===== config.mk =====
export PLATFORM = sky130hd
export DESIGN_NAME = bcd_countdown_flat
export DESIGN_NICKNAME = d
export VERILOG_FILES = /design/src/rtl/bcd_countdown_if.sv /design/src/rtl/bcd_countdown.sv /design/src/flat_wrapper.sv
export SDC_FILE = /design/constraint.sdc
export NUM_CORES = 1
export LEC_CHECK = 0
export CAP_MARGIN = 20
export CORE_MARGIN = 2
export CORE_UTILIZATION = 42
export CTS_BUF_LIST = sky130_fd_sc_hd__clkbuf_8 sky130_fd_sc_hd__clkbuf_16
export CTS_CLUSTER_SIZE = 28
export DETAILED_ROUTE_END_ITERATION = 10
export GPL_ROUTABILITY_DRIVEN = 0
export PLACE_DENSITY = 0.75
export SYNTH_ARGS = -nofsm -noshare
export SYNTH_HDL_FRONTEND = slang
export SYNTH_SLANG_ARGS = --single-unit

===== constraint.sdc =====
create_clock -name clk -period 1.9 [get_ports clk]
set_input_delay 0.285 -clock clk [delete_from_list [all_inputs] [get_ports clk]]
set_output_delay 0.285 -clock clk [all_outputs]
set_load 0.005 [all_outputs]

===== src/rtl/bcd_countdown_if.sv =====
// Control/preset bundle and registered count outputs of the HH:MM countdown timer.
interface bcd_countdown_if;
  logic       tick;
  logic       load;
  logic [3:0] load_ms_hour;
  logic [3:0] load_ls_hour;
  logic [3:0] load_ms_min;
  logic [3:0] load_ls_min;
  logic       start;
  logic       stop;
  logic [3:0] ms_hour;
  logic [3:0] ls_hour;
  logic [3:0] ms_min;
  logic [3:0] ls_min;
  logic       running;
  logic       expired;
  logic       load_err;

  modport master (
    output tick, load, load_ms_hour, load_ls_hour, load_ms_min, load_ls_min,
           start, stop,
    input  ms_hour, ls_hour, ms_min, ls_min, running, expired, load_err
  );

  modport slave (
    input  tick, load, load_ms_hour, load_ls_hour, load_ms_min, load_ls_min,
           start, stop,
    output ms_hour, ls_hour, ms_min, ls_min, running, expired, load_err
  );
endinterface


===== src/rtl/bcd_countdown.sv =====
// HH:MM BCD countdown timer: preset load with range check, start/stop, minute
// tick decrement with full borrow ripple, optional auto-reload at expiry.
module bcd_countdown #(
  parameter bit AUTO_RELOAD = 1'b0
) (
  input  logic             clk,
  input  logic             rst,
  bcd_countdown_if.slave   cd_if
);

  localparam logic [1:0] S_IDLE = 2'd0;
  localparam logic [1:0] S_RUN  = 2'd1;
  localparam logic [1:0] S_DONE = 2'd2;

  logic [1:0] state_q, state_d;
  logic [3:0] mh_q, lh_q, mm_q, lm_q;
  logic [3:0] mh_d, lh_d, mm_d, lm_d;
  logic [3:0] rmh_q, rlh_q, rmm_q, rlm_q;
  logic [3:0] rmh_d, rlh_d, rmm_d, rlm_d;
  logic       running_q, running_d;
  logic       expired_q, expired_d;
  logic       load_err_q, load_err_d;

  logic       load_ok;
  logic       cnt_zero, rld_zero, dec_zero;
  logic       b0, b1, b2;
  logic [3:0] mh_dec, lh_dec, mm_dec, lm_dec;

  // Hours tens may be 2 only when hours units stay within 0..3.
  assign load_ok = (cd_if.load_ls_min  <= 4'd9) &&
                   (cd_if.load_ms_min  <= 4'd5) &&
                   (cd_if.load_ls_hour <= 4'd9) &&
                   (cd_if.load_ms_hour <= 4'd2) &&
                   ((cd_if.load_ms_hour != 4'd2) || (cd_if.load_ls_hour <= 4'd3));

  assign cnt_zero = (mh_q == 4'd0) && (lh_q == 4'd0) && (mm_q == 4'd0) && (lm_q == 4'd0);
  assign rld_zero = (rmh_q == 4'd0) && (rlh_q == 4'd0) && (rmm_q == 4'd0) && (rlm_q == 4'd0);

  // One-minute decrement; each borrow feeds the next digit in the same cycle.
  assign b0     = (lm_q == 4'd0);
  assign lm_dec = b0 ? 4'd9 : lm_q - 4'd1;
  assign b1     = b0 && (mm_q == 4'd0);
  assign mm_dec = b0 ? ((mm_q == 4'd0) ? 4'd5 : mm_q - 4'd1) : mm_q;
  assign b2     = b1 && (lh_q == 4'd0);
  assign lh_dec = b1 ? ((lh_q == 4'd0) ? 4'd9 : lh_q - 4'd1) : lh_q;
  assign mh_dec = (b2 && (mh_q != 4'd0)) ? mh_q - 4'd1 : mh_q;

  assign dec_zero = (mh_dec == 4'd0) && (lh_dec == 4'd0) &&
                    (mm_dec == 4'd0) && (lm_dec == 4'd0);

  always_comb begin
    state_d    = state_q;
    mh_d       = mh_q;
    lh_d       = lh_q;
    mm_d       = mm_q;
    lm_d       = lm_q;
    rmh_d      = rmh_q;
    rlh_d      = rlh_q;
    rmm_d      = rmm_q;
    rlm_d      = rlm_q;
    expired_d  = 1'b0;
    load_err_d = 1'b0;

    if (cd_if.load) begin
      if (load_ok) begin
        mh_d    = cd_if.load_ms_hour;
        lh_d    = cd_if.load_ls_hour;
        mm_d    = cd_if.load_ms_min;
        lm_d    = cd_if.load_ls_min;
        rmh_d   = cd_if.load_ms_hour;
        rlh_d   = cd_if.load_ls_hour;
        rmm_d   = cd_if.load_ms_min;
        rlm_d   = cd_if.load_ls_min;
        state_d = S_IDLE;
      end else begin
        load_err_d = 1'b1;
      end
    end else if (cd_if.stop) begin
      if (state_q == S_RUN) state_d = S_IDLE;
    end else if (cd_if.start) begin
      if ((state_q == S_IDLE) && !cnt_zero) state_d = S_RUN;
    end else if (cd_if.tick && (state_q == S_RUN)) begin
      if (dec_zero) begin
        expired_d = 1'b1;
        if (AUTO_RELOAD && !rld_zero) begin
          mh_d = rmh_q;
          lh_d = rlh_q;
          mm_d = rmm_q;
          lm_d = rlm_q;
        end else begin
          mh_d    = 4'd0;
          lh_d    = 4'd0;
          mm_d    = 4'd0;
          lm_d    = 4'd0;
          state_d = S_DONE;
        end
      end else begin
        mh_d = mh_dec;
        lh_d = lh_dec;
        mm_d = mm_dec;
        lm_d = lm_dec;
      end
    end

    running_d = (state_d == S_RUN);
  end

  always_ff @(posedge clk or posedge rst) begin
    if (rst) begin
      state_q    <= S_IDLE;
      mh_q       <= 4'd0;
      lh_q       <= 4'd0;
      mm_q       <= 4'd0;
      lm_q       <= 4'd0;
      rmh_q      <= 4'd0;
      rlh_q      <= 4'd0;
      rmm_q      <= 4'd0;
      rlm_q      <= 4'd0;
      running_q  <= 1'b0;
      expired_q  <= 1'b0;
      load_err_q <= 1'b0;
    end else begin
      state_q    <= state_d;
      mh_q       <= mh_d;
      lh_q       <= lh_d;
      mm_q       <= mm_d;
      lm_q       <= lm_d;
      rmh_q      <= rmh_d;
      rlh_q      <= rlh_d;
      rmm_q      <= rmm_d;
      rlm_q      <= rlm_d;
      running_q  <= running_d;
      expired_q  <= expired_d;
      load_err_q <= load_err_d;
    end
  end

  assign cd_if.ms_hour  = mh_q;
  assign cd_if.ls_hour  = lh_q;
  assign cd_if.ms_min   = mm_q;
  assign cd_if.ls_min   = lm_q;
  assign cd_if.running  = running_q;
  assign cd_if.expired  = expired_q;
  assign cd_if.load_err = load_err_q;

endmodule


===== src/flat_wrapper.sv =====
// flat-port wrapper written by rule: the top's interface ports become plain ports
module bcd_countdown_flat 
#(
  parameter bit AUTO_RELOAD = 1'b0
)
  (clk, rst, cd_if_tick, cd_if_load, cd_if_load_ms_hour, cd_if_load_ls_hour, cd_if_load_ms_min, cd_if_load_ls_min, cd_if_start, cd_if_stop, cd_if_ms_hour, cd_if_ls_hour, cd_if_ms_min, cd_if_ls_min, cd_if_running, cd_if_expired, cd_if_load_err);
  bcd_countdown_if cd_if_i ();
  input  logic clk;
  input  logic rst;
  input wire logic [$bits(cd_if_i.tick)-1:0] cd_if_tick;
  input wire logic [$bits(cd_if_i.load)-1:0] cd_if_load;
  input wire logic [$bits(cd_if_i.load_ms_hour)-1:0] cd_if_load_ms_hour;
  input wire logic [$bits(cd_if_i.load_ls_hour)-1:0] cd_if_load_ls_hour;
  input wire logic [$bits(cd_if_i.load_ms_min)-1:0] cd_if_load_ms_min;
  input wire logic [$bits(cd_if_i.load_ls_min)-1:0] cd_if_load_ls_min;
  input wire logic [$bits(cd_if_i.start)-1:0] cd_if_start;
  input wire logic [$bits(cd_if_i.stop)-1:0] cd_if_stop;
  output wire logic [$bits(cd_if_i.ms_hour)-1:0] cd_if_ms_hour;
  output wire logic [$bits(cd_if_i.ls_hour)-1:0] cd_if_ls_hour;
  output wire logic [$bits(cd_if_i.ms_min)-1:0] cd_if_ms_min;
  output wire logic [$bits(cd_if_i.ls_min)-1:0] cd_if_ls_min;
  output wire logic [$bits(cd_if_i.running)-1:0] cd_if_running;
  output wire logic [$bits(cd_if_i.expired)-1:0] cd_if_expired;
  output wire logic [$bits(cd_if_i.load_err)-1:0] cd_if_load_err;
  assign cd_if_i.tick = cd_if_tick;
  assign cd_if_i.load = cd_if_load;
  assign cd_if_i.load_ms_hour = cd_if_load_ms_hour;
  assign cd_if_i.load_ls_hour = cd_if_load_ls_hour;
  assign cd_if_i.load_ms_min = cd_if_load_ms_min;
  assign cd_if_i.load_ls_min = cd_if_load_ls_min;
  assign cd_if_i.start = cd_if_start;
  assign cd_if_i.stop = cd_if_stop;
  assign cd_if_ms_hour = cd_if_i.ms_hour;
  assign cd_if_ls_hour = cd_if_i.ls_hour;
  assign cd_if_ms_min = cd_if_i.ms_min;
  assign cd_if_ls_min = cd_if_i.ls_min;
  assign cd_if_running = cd_if_i.running;
  assign cd_if_expired = cd_if_i.expired;
  assign cd_if_load_err = cd_if_i.load_err;
  bcd_countdown #(.AUTO_RELOAD(AUTO_RELOAD)) u_core (.clk(clk), .rst(rst), .cd_if(cd_if_i));
endmodule

==> summary.txt <==
Run status
  – Outcome: finished clean

Critical path
  – Crit Path Category: register to register
  – Critical-path cell list: nor4_4 -> buf_4 -> nand4_2 -> o2bb2ai_2 -> nand3b_1 -> o41a_1
  – Reg2Reg Depth: 6
  – Crit end category: register
  – Worst path required time: 2050 ps
  – Max incr delay on CP: 460 ps
  – Startpoint types: register
  – Critical path arrival: 1990 ps
  – Worst Path Max Fanout: 6
  – CP max-delay cell: dfrtp_2

Power and ir drop
  – Sw Ratio: between 30% and 40%
  – Combinational Power Share: a little under half
  – Psw: 0.664 mW
  – Worst VDD drop: approximately 0.46 mV
  – Clock share of power: between 10% and 20%
  – Lkg Pwr: just under 1 nW
  – Cell Int Power: 1.16 mW
  – Overall Power: 1.83 mW
  – Seq pwr share: a little under two fifths
  – PwrDens: between 800 and 900 nW/um2

Synth
  – Register area share after synthesis: a little under two fifths
  – Yosys cell types: 58
  – Post-synth top flop: dfrtp_1
  – Post-synth EDFFs: 0
  – Synth async-reset ratio: 100%
  – YS warnings: 0
  – Synth Instances: 156
  – Post-Syn Area: 1400 um2
  – Synth Register Bits: 21
  – Net count of the mapped netlist: roughly 180
  – Syn avg cell area: 8.95 um2

Placed design
  – Post-DP HPWL: 3400 um
  – Port bufs: 40
  – Placed instance count: 276

Clock network
  – Worst-path clk slew: ~80 ps
  – Clock root buffer: clkbuf_8
  – CTS tree: built
  – TritonCTS buffer count: 3
  – CTS HTree Levels: 1
  – Clock sink count: 21
  – Largest buffer count on any clock path: 2
  – Worst skew pair latency: 270 ps

STA
  – Max-slew headroom: between 70 and 80%
  – Fmax: 545 MHz
  – Final Hold Viols: 0
  – Skew final: 1.24 ps
  – Final min period: 1830 ps
  – Finish-stage setup viols: 0
  – Tcrit/Tclk final: 96.6%
  – Worst slew pin tran: 427 ps
  – RSZ-0062 raised after global routing: false
  – Pins Over Slew Limit: 0

GRT
  – Vias in the first global route: 1666
  – First-pass GRT wire length: 7370 um
  – Gr usage total: 26.0%
  – Grt total ovfl: 0
  – Antenna violations before repair: 0
  – Largest net degree at the start of global routing: 22

Layout
  – Area Growth Syn to Fin: 62.5%
  – Layout cells sized above 1: 29.8%
  – Finished Core Util: 73.1%
  – Ant. Diodes: 0
  – Non-filler cells, final: 282
  – Most common cell after layout, fill and taps aside: buf_4
  – Most frequent cells in the layout: 43 x buf_4, 38 x clkdlybuf4s50_1, 19 x dfrtp_1
  – Nets@finish: 262

Floorplanning
  – Die Span X: 61.7 um
  – Core box area: 3100 um2
  – Die Y: 61.7 um
  – Starting density of the core: between 40% and 50%
  – Die area: 3800 um2
  – IO Pins: 41
  – Row Count: 20

Detailed routing
  – Iteration-0 DRC Markers: roughly 140
  – Pre-Repair DR Iteration Count: 4
  – Antenna viol nets, final: 0
  – Final WL: 4600 um
  – WL/cell: 16.3 um
  – Total number of vias: 1621
  – Post-DR vias/cell: 5.75
  – DRC: 0

Hold path
  – Worst hold path type: input port to asynchronous set/reset pin

Run
  – Maxcap violations: 0
-- path summary, 6_finish.rpt --
check | startpoint | to | slack [ps]
setup / recovery | u_core.cd_if.ls_min[3] | u_core.state_q[0] | 70
hold / removal | rst | u_core.state_q[1] | 340
setup reg to reg | u_core.cd_if.ls_min[3] | u_core.state_q[0] | 70
hold reg to reg | u_core.cd_if.ms_hour[2] | u_core.cd_if.ms_hour[2] | 590
max in group asynchronous | rst | u_core.cd_if.ls_min[3] | 1310
min in group clk | cd_if_load_ms_min[2] | u_core.cd_if.ms_min[2] | 380
-- layout make-up --
cell class	instances	area (um2)
timing repair buffer	83	728
fill	242	833
tap	44	55.1
clock inverter	1	3.75
inverter	9	33.8
clock buffer	3	41.3
multi-input combinational	121	880
sequential	21	528
-- synth_stat cells (2+ instances only) --
cell	instances	area, um2
dfrtp_1	21	526
nor2_1	15	56.3
o21ai_0	11	55.1
a21oi_1	10	50.1
nand2_1	10	37.5
inv_1	8	30.0
nand3_1	5	25.0
nor3_1	5	25.0
a31oi_1	4	25.0
a21o_1	3	22.5
nor3b_1	3	22.5
nor4_1	3	18.8
o21a_1	3	22.5
a221o_1	2	20.0
a22o_1	2	17.5
buf_2	2	10.0
clkbuf_1	2	7.51
nand4_1	2	12.5
nor2b_1	2	12.5
o21ai_1	2	10.0
o22ai_1	2	12.5
o31ai_1	2	15.0
o41ai_1	2	17.5
-- state kept, by name (all words and copies together) (netlist names) --
| register | count |
|---|---|
| u_core.cd_if.load_err | 1 |
| u_core.cd_if.running | 1 |
| u_core.cd_if.ls_hour | 4 |
| u_core.cd_if.ms_min | 4 |
| u_core.cd_if.ls_min | 4 |
| u_core.cd_if.ms_hour | 4 |
| u_core.cd_if.expired | 1 |
| u_core.state_q | 2 |
-- per-stage QoR --
stage / TNS [ps] / worst slack [ps] / hold WS, ps / area [um2]
floorplan: 0 / 63.7 / 262 / 1400
global placement: -3540 / -253 / 555 / 2130
detailed placement: -4430 / -352 / 583 / 2130
CTS: 0 / 2.48 / 360 / 2190
global route: 0 / 12.3 / 399 / 2270
finish: 0 / 65.5 / 343 / 2270
-- per-layer routing --
| metal | up-vias | wire length (um) | track usage, % |
|---|---|---|---|
| li1 | 760 | - | - |
| met1 | 783 | 1920 | 31.6 |
| met2 | 68 | 2300 | 45.1 |
| met3 | 10 | 276 | 3.78 |
| met4 | 0 | 107 | 12.2 |
| met5 | - | 0 | 0 |
-- kinds of logic after synthesis --
| kind of cell | Yosys count | synth area share, % |
|---|---|---|
| AND/OR/NAND/NOR | 62 | 27.6 |
| AO/OA/AOI/OAI | 57 | 28.9 |
| flip-flops | 21 | 37.6 |
| buffers and inverters | 14 | 4.21 |
| multiplexers | 1 | 0.717 |
| adder cells (fa/ha/maj) | 1 | 0.896 |
-- repair_timing --
action                                  4_1_cts  5_1_grt
endpoints found under the setup margin        5       18
buffers inserted                              2        0
pin swaps                                     3        3
hold buffers                                  0        0
gates resized for setup                       0       14
-- power by group through the flow --
| stage | combinational [mW] | clock (mW) | sequential (mW) |
|---|---|---|---|
| 2_1_floorplan | 0.332 | 0 | 0.686 |
| 6_report | 0.839 | 0.304 | 0.685 |
| 3_3_place_gp | 0.778 | 0 | 0.678 |
| 4_1_cts | 0.818 | 0.308 | 0.675 |
| 3_5_place_dp | 0.808 | 0 | 0.679 |
| 5_1_grt | 0.906 | 0.321 | 0.701 |
-- worst max-delay path: cells and delay by family, from the launching register on --
kind | cells | cell delay (ps)
buffers and inverters | 1 | 180
flip-flops | 1 | 460
AND/OR/NAND/NOR | 3 | 530
AO/OA/AOI/OAI | 2 | 540
(Power assumes the default switching activity.)
==> edit 1: new RTL, same flow settings <==
`AUTO_RELOAD` is set to 1'b0 in 2 places; all go to 1'b1.
--- a/src/rtl/bcd_countdown.sv
+++ b/src/rtl/bcd_countdown.sv
@@ -2,5 +2,5 @@
 // tick decrement with full borrow ripple, optional auto-reload at expiry.
 module bcd_countdown #(
-  parameter bit AUTO_RELOAD = 1'b0
+  parameter bit AUTO_RELOAD = 1'b1
 ) (
   input  logic             clk,
--- a/src/flat_wrapper.sv
+++ b/src/flat_wrapper.sv
@@ -2,5 +2,5 @@
 module bcd_countdown_flat 
 #(
-  parameter bit AUTO_RELOAD = 1'b0
+  parameter bit AUTO_RELOAD = 1'b1
 )
   (clk, rst, cd_if_tick, cd_if_load, cd_if_load_ms_hour, cd_if_load_ls_hour, cd_if_load_ms_min, cd_if_load_ls_min, cd_if_start, cd_if_stop, cd_if_ms_hour, cd_if_ls_hour, cd_if_ms_min, cd_if_ls_min, cd_if_running, cd_if_expired, cd_if_load_err);
Formal check against the unedited RTL: not equivalent (Yosys sat finds a counterexample within 4 cycles, from zero or initial values and one cycle with rst high).
==> edit 1 against the unedited design <==
The run now ends with setup timing left; total power rose by 100%; largest power group unchanged; cell count rose by 56%; critical endpoint is now u_core.cd_if.ls_hour[3]; cell area rose by 61%; core utilization fell by 1.0 points; routed wire length rose by 79%; first-iteration DRC count rose by 63%; worst setup slack got worse by 0.40 ns; synthesized area rose by 57%; sequential cell count rose by 16; highest routed layer unchanged; sequential power rose by 69%; sequential share of layout area rose by 2.1 points; critical path depth did not move.
==> edit 1: results (changes against the unedited design) <==
Outcome:
- The run finished, with violations left.
- The final reports fail on setup timing.

Timing:
- The actual slew at the worst max-slew pin came to 0.482 ns (+0.0551 ns).
- The final worst clock skew is 0.00871 ns (+0.00747 ns).
- The setup slack after layout is -0.335 ns (-0.400 ns).
- The count of endpoints failing setup in the final report was 20 (+20).

GRT:
- The maximum number of pins on one net before global-route repair was 38 (+73%).
- The combined global-route utilization of all metal layers is 28.5% (+2.5 points).
- The global-route wire length before repair is 13.0 mm (+77%).
- The via count of the first global-routing pass was 2523 (+51%).

Logic synthesis:
- The proportion of synthesized chip area in sequential cells is 42.2% (+4.6 points).
- The post-synthesis share of cell area spent on full adders, half adders and majority gates was 0.570% (-0.33 points).
- The yosys synthesis warning count is 0 (unchanged).
- The synthesized net count was 271 (+51%).
- The number of unique standard cell types used by synthesis was 55 (-5.2%).
- Sorting the synthesized cells by how often they occur yields nand2_1 (39), dfrtp_1 (37), nor2_1 (18).
- Ranked by total cell area, the synthesized netlist is headed by dfrtp_1 (42%), nand2_1 (6.7%), a21oi_1 (3.7%).
- The compound-gate portion of the synthesized area was 24.4% (-4.5 points).
- The fraction of registers with async set or reset after synthesis is 100% (unchanged).
- The multiplexer share of the synthesized area is 1.48% (+0.77 points).
- After synthesis, the largest family of logic cells by area is simple AND/OR/NAND/NOR gates.
- The xor and xnor area share after synthesis is 1.60% (+1.6 points).

Critical path:
- The largest fanout of any net on the critical path came to 3 (-3).
- The launching instance or port of the critical path is u_core.cd_if.ls_min[2].
- The critical path's largest stage delay is 0.56 ns (+0.10 ns).
- The slowest cell on the critical path is or4_4.
- The arrival time reported for the critical path endpoint is 2.42 ns (+0.43 ns).

Clock tree:
- The number of buffers between clock root and the deepest sink came to 2 (unchanged).
- The worst-skew pair later-pin latency is 0.29 ns (+0.02 ns).
- The number of buffers added by the clock tree synthesis step was 5 (+2).
- The H-tree level count came to 2 (+1).
- The buffer cell driving the clock tree root is clkbuf_8.

Drt:
- The number of DRC markers after the initial detailed-route iteration is 221 (+63%).
- The total iterations of the first detailed-routing run was 5 (+1).
- The via total after detailed routing is 2593 (+60%).
- The post-detailed-routing wire length was 8.23 mm (+79%).

Power:
- The switching share of power came to 37.5% (+1.1 points).
- The maximum vdd drop was 661 µV (+43%).
- The leakage power was 1.56 nW (+60%).

Final layout:
- The net count of the finished layout came to 392 (+50%).
- The fraction of final layout cells with drive strength greater than 1 came to 38.4% (+8.5 points).

Placed design:
- The instance area after placement is 3280 µm² (+53%).
- The placed wire-length estimate after detailed placement was 5.54 mm (+63%).
- The count of input and output buffers was 40 (unchanged).
-- edit 1: path summary, 6_finish.rpt --
| path | endpoint | slack (ns) | cells after the start |
|---|---|---|---|
| max | u_core.cd_if.ls_hour[3] | -0.33 | 6 |
| min | u_core.cd_if.expired | 0.40 | 3 |
| max reg2reg | u_core.cd_if.ls_hour[3] | -0.33 | 6 |
| min reg2reg | u_core.rlm_q[0] | 0.51 | 2 |
| max in group asynchronous | u_core.cd_if.ls_min[3] | 1.13 | 3 |
| min in group clk | u_core.rlm_q[0] | 0.51 | 2 |
-- edit 1: cell type report --
type / instances / area (µm²)
clock buffer: 7 / 96.3
timing repair buffer: 124 / 1080
sequential: 37 / 928
tap: 70 / 87.6
fill: 371 / 1410
multi-input combinational: 184 / 1400
clock inverter: 1 / 5.00
inverter: 17 / 63.8
-- edit 1: what timing repair did --
item	CTS	global route
setup buffers	11	5
cloned	1	0
hold endpoints to repair	0	0
gates resized for setup	28	12
pin swaps	15	6
endpoints found under the setup margin	26	36
-- edit 1: layer usage --
layer / global-route usage [%] / routed length [µm] / vias to the layer above
met5: 0 / 0 / -
met2: 46.4 / 4000 / 152
met3: 6.52 / 668 / 21
met4: 10.5 / 234 / 0
met1: 37.2 / 3330 / 1252
li1: - / - / 1168
-- edit 1: worst max-delay path, delay by kind of cell, from the launching register on --
kind | cells | cell delay, ns
AND/OR/NAND/NOR | 2 | 1.07
buffers and inverters | 1 | 0.17
flip-flops | 1 | 0.38
AO/OA/AOI/OAI | 3 | 0.51
-- edit 1: power groups by stage --
stage / sequential, mW / combinational [mW] / clock (mW)
2_1_floorplan: 1.25 / 0.664 / 0
5_1_grt: 1.17 / 2.04 / 0.649
4_1_cts: 1.14 / 1.81 / 0.610
3_5_place_dp: 1.15 / 1.66 / 0
6_report: 1.16 / 1.91 / 0.604
3_3_place_gp: 1.15 / 1.62 / 0
-- edit 1: kinds of logic after synthesis --
group | count (synthesis)
AO/OA/AOI/OAI | 74
XOR/XNOR | 4
adder cells (fa/ha/maj) | 1
buffers and inverters | 27
flip-flops | 37
multiplexers | 3
AND/OR/NAND/NOR | 102
-- edit 1: through the flow --
stage	hold WS, ns	setup TNS [ns]	std cells	worst slack [ns]
floorplan	0.390	-0.681	248	-0.360
global placement	0.492	-9.87	419	-0.407
detailed placement	0.493	-11.64	419	-0.440
CTS	0.418	-2.88	438	-0.296
global route	0.441	-5.46	440	-0.378
finish	0.404	-3.70	440	-0.335
==> edit 2: new RTL, config.mk and constraints unchanged <==
Without the edit above. `mm_q` no longer has a reset.
--- a/src/rtl/bcd_countdown.sv
+++ b/src/rtl/bcd_countdown.sv
@@ -111,5 +111,4 @@
       mh_q       <= 4'd0;
       lh_q       <= 4'd0;
-      mm_q       <= 4'd0;
       lm_q       <= 4'd0;
       rmh_q      <= 4'd0;
@@ -124,5 +123,4 @@
       mh_q       <= mh_d;
       lh_q       <= lh_d;
-      mm_q       <= mm_d;
       lm_q       <= lm_d;
       rmh_q      <= rmh_d;
@@ -134,4 +132,8 @@
       load_err_q <= load_err_d;
     end
+  end
+
+  always_ff @(posedge clk) begin
+    mm_q <= mm_d;
   end
 
Formal check against the unedited RTL: not equivalent (a bounded check fails within 4 cycles, from zero or initial values and one cycle with rst high).
==> edit 2 against the unedited design <==
Worst setup slack got worse by 0.13 ns; clock power barely moved; synthesized area down 3.7%; sequential cell count is the same; cell area is 1.2% lower; the run now ends with setup timing left; routed wire length is 5.8% lower; total power decreased by 2.8%; count of clock-buffer cells in the layout did not move.
==> edit 2: results (changes against the unedited design) <==
Outcome:
- The run finished, with violations left.
- The final reports fail on setup timing.

Logic synthesis:
- The proportion of synthesized chip area in sequential cells is 40.6% (+2.9 points).
- The yosys synthesis warning count is 0 (unchanged).
- Ranked by total cell area, the synthesized netlist is headed by dfrtp_1 (32%), edfxtp_1 (8.9%), a21oi_1 (5.2%).
- The number of unique standard cell types used by synthesis was 46 (-21%).
- The commonest cells after synthesis are dfrtp_1 (17), a21oi_1 (14), o21ai_0 (14).
- The number of cells produced by synthesis is 149 (-4.5%).
- The synthesized net count is 172 (-3.9%).
- The fraction of registers with async set or reset after synthesis is 81.0% (-19 points).
- The number of enable-type register cells in the synthesized netlist is 4 (+4).

Clock tree:
- The number of buffers between clock root and the deepest sink came to 2 (unchanged).
- The clock-pin slew on the worst setup and hold paths is 0.08 ns (about the same).
- The H-tree level count came to 1 (unchanged).
- The buffer cell driving the clock tree root is clkbuf_8.
- The worst-skew pair later-pin latency came to 0.27 ns (about the same).
- The number of buffers added by the clock tree synthesis step was 3 (unchanged).

Timing:
- The setup slack after layout was -0.0602 ns (-0.126 ns).
- The count of endpoints failing setup in the final report is 3 (+3).
- The final setup TNS was -0.0776 ns (-0.0776 ns).
- The worst hold slack after final layout was 0.329 ns (-0.0138 ns).
- The worst max-slew margin expressed relative to the limit is 70.6% (-0.98 points).
- The final worst clock skew is 0.00301 ns (+0.00177 ns).

Placed design:
- The count of input and output buffers is 40 (unchanged).
- The placed wire-length estimate after detailed placement is 3.24 mm (-4.5%).

Power:
- The maximum vdd drop came to 664 µV (+44%).
- The leakage power is 0.907 nW (-7.1%).

GRT:
- The via count of the first global-routing pass was 1557 (-6.5%).
- The maximum number of pins on one net before global-route repair is 18 (-18%).
- The combined global-route utilization of all metal layers is 24.6% (-1.5 points).
- The global-route wire length before repair was 6.73 mm (-8.7%).
- The initial antenna violation count came to 0 (unchanged).

Drt:
- The number of DRC markers after the initial detailed-route iteration is 78 (-43%).
- The via total after detailed routing is 1583 (-2.3%).
- The routed wirelength normalized by instance count is 15.5 µm (-5.2%).
- The total iterations of the first detailed-routing run is 4 (unchanged).
- The total DRC errors in the routed layout was 0 (unchanged).

Final layout:
- The net count of the finished layout is 260 (-0.76%).
- The fraction of final layout cells with drive strength greater than 1 is 27.5% (-2.3 points).
- The final instance count without filler cells is 280 (-0.71%).
- The count of inserted antenna diode cells is 0 (unchanged).

Critical path:
- The start of the worst register-to-register path is u_core.cd_if.ms_hour[0].
- The arrival time reported for the critical path endpoint is 2.14 ns (+0.15 ns).
- The path depth of the worst reg2reg path is 5 (-1).
- The worst setup path is launched from a register.
- In this run the critical register-to-register path is captured at u_core.cd_if.running.
- The largest fanout of any net on the critical path is 2 (-4).

Worst hold path:
- The path class of the tightest hold or removal check is in -> async.
-- edit 2: cell types whose count changed after synthesis, sizes merged, moves of 3 or more --
cell,unedited run,this run
a211oi,1,5
a21oi,10,14
dfrtp,21,17
edfxtp,0,4
nor2,16,12
buf,3,0
inv,8,5
nor3,6,3
xnor2,0,3
-- edit 2: repair_timing --
| action | in CTS | in global routing |
|---|---|---|
| pin swaps | 2 | 4 |
| cloned | 0 | 0 |
| buffers inserted | 1 | 0 |
| endpoints found under the setup margin | 10 | 13 |
| resized for setup | 3 | 10 |
-- edit 2: worst max-delay path, stage by stage (launching register included) --
cell and delay [ns]:
dfrtp_1 0.40, buf_6 0.12, or3_4 0.38, or4_4 0.49
and4b_1 0.24, a221oi_2 0.23
-- edit 2: worst max-delay path by stage --
stage,slack [ns],endpoint
after global placement,-0.33,u_core.cd_if.ms_hour[2]
after CTS,-0.04,u_core.cd_if.running
after floorplan,-0.06,u_core.cd_if.running
after global routing,-0.10,u_core.cd_if.running
final,-0.06,u_core.cd_if.running
after detailed placement,-0.35,u_core.cd_if.ms_hour[2]
-- edit 2: logic make-up after synthesis --
logic type	after synthesis	synth area share (%)
and+or+nand+nor	60	28.0
AOI/OAI and AO/OA	54	25.3
DFF	21	40.6
buffers and inverters	9	2.51
xor gates and xnor gates	3	1.95
muxes	1	0.744
adders and majority gates	1	0.930
-- edit 2: layout make-up --
cell class	count	area, µm²
multi-input cells	119	822
fillers	232	810
repair buffers	86	753
flip-flops and latches	21	546
well taps	44	55.1
clock buffers	3	41.3
inverters	6	22.5
clock inverters	1	3.75
-- edit 2: report_power, final --
part	internal (mW)	total, mW	switching, mW
clock	0.145	0.303	0.159
combinational	0.488	0.828	0.340
sequential	0.544	0.646	0.102
-- edit 2: through the flow --
stage               setup WS [ns]  util [%]  power (mW)  instance area [µm²]
floorplan                 -0.0569         -       0.942                 1350
global placement           -0.333      69.7        1.38                 2130
detailed placement         -0.349      69.7        1.40                 2130
CTS                       -0.0388      71.8        1.72                 2190
global route               -0.103      73.5        1.89                 2240
finish                    -0.0602      73.5        1.78                 2240
-- edit 2: per-layer routing --
metal	up-vias	wire length, µm	global-route usage, %	share of wire (%)
met4	0	112	12.7	2.6
li1	757	-	-	-
met5	-	0	0	0
met1	739	1870	29.7	43
met2	74	2080	42.1	48
met3	13	275	3.84	6.3
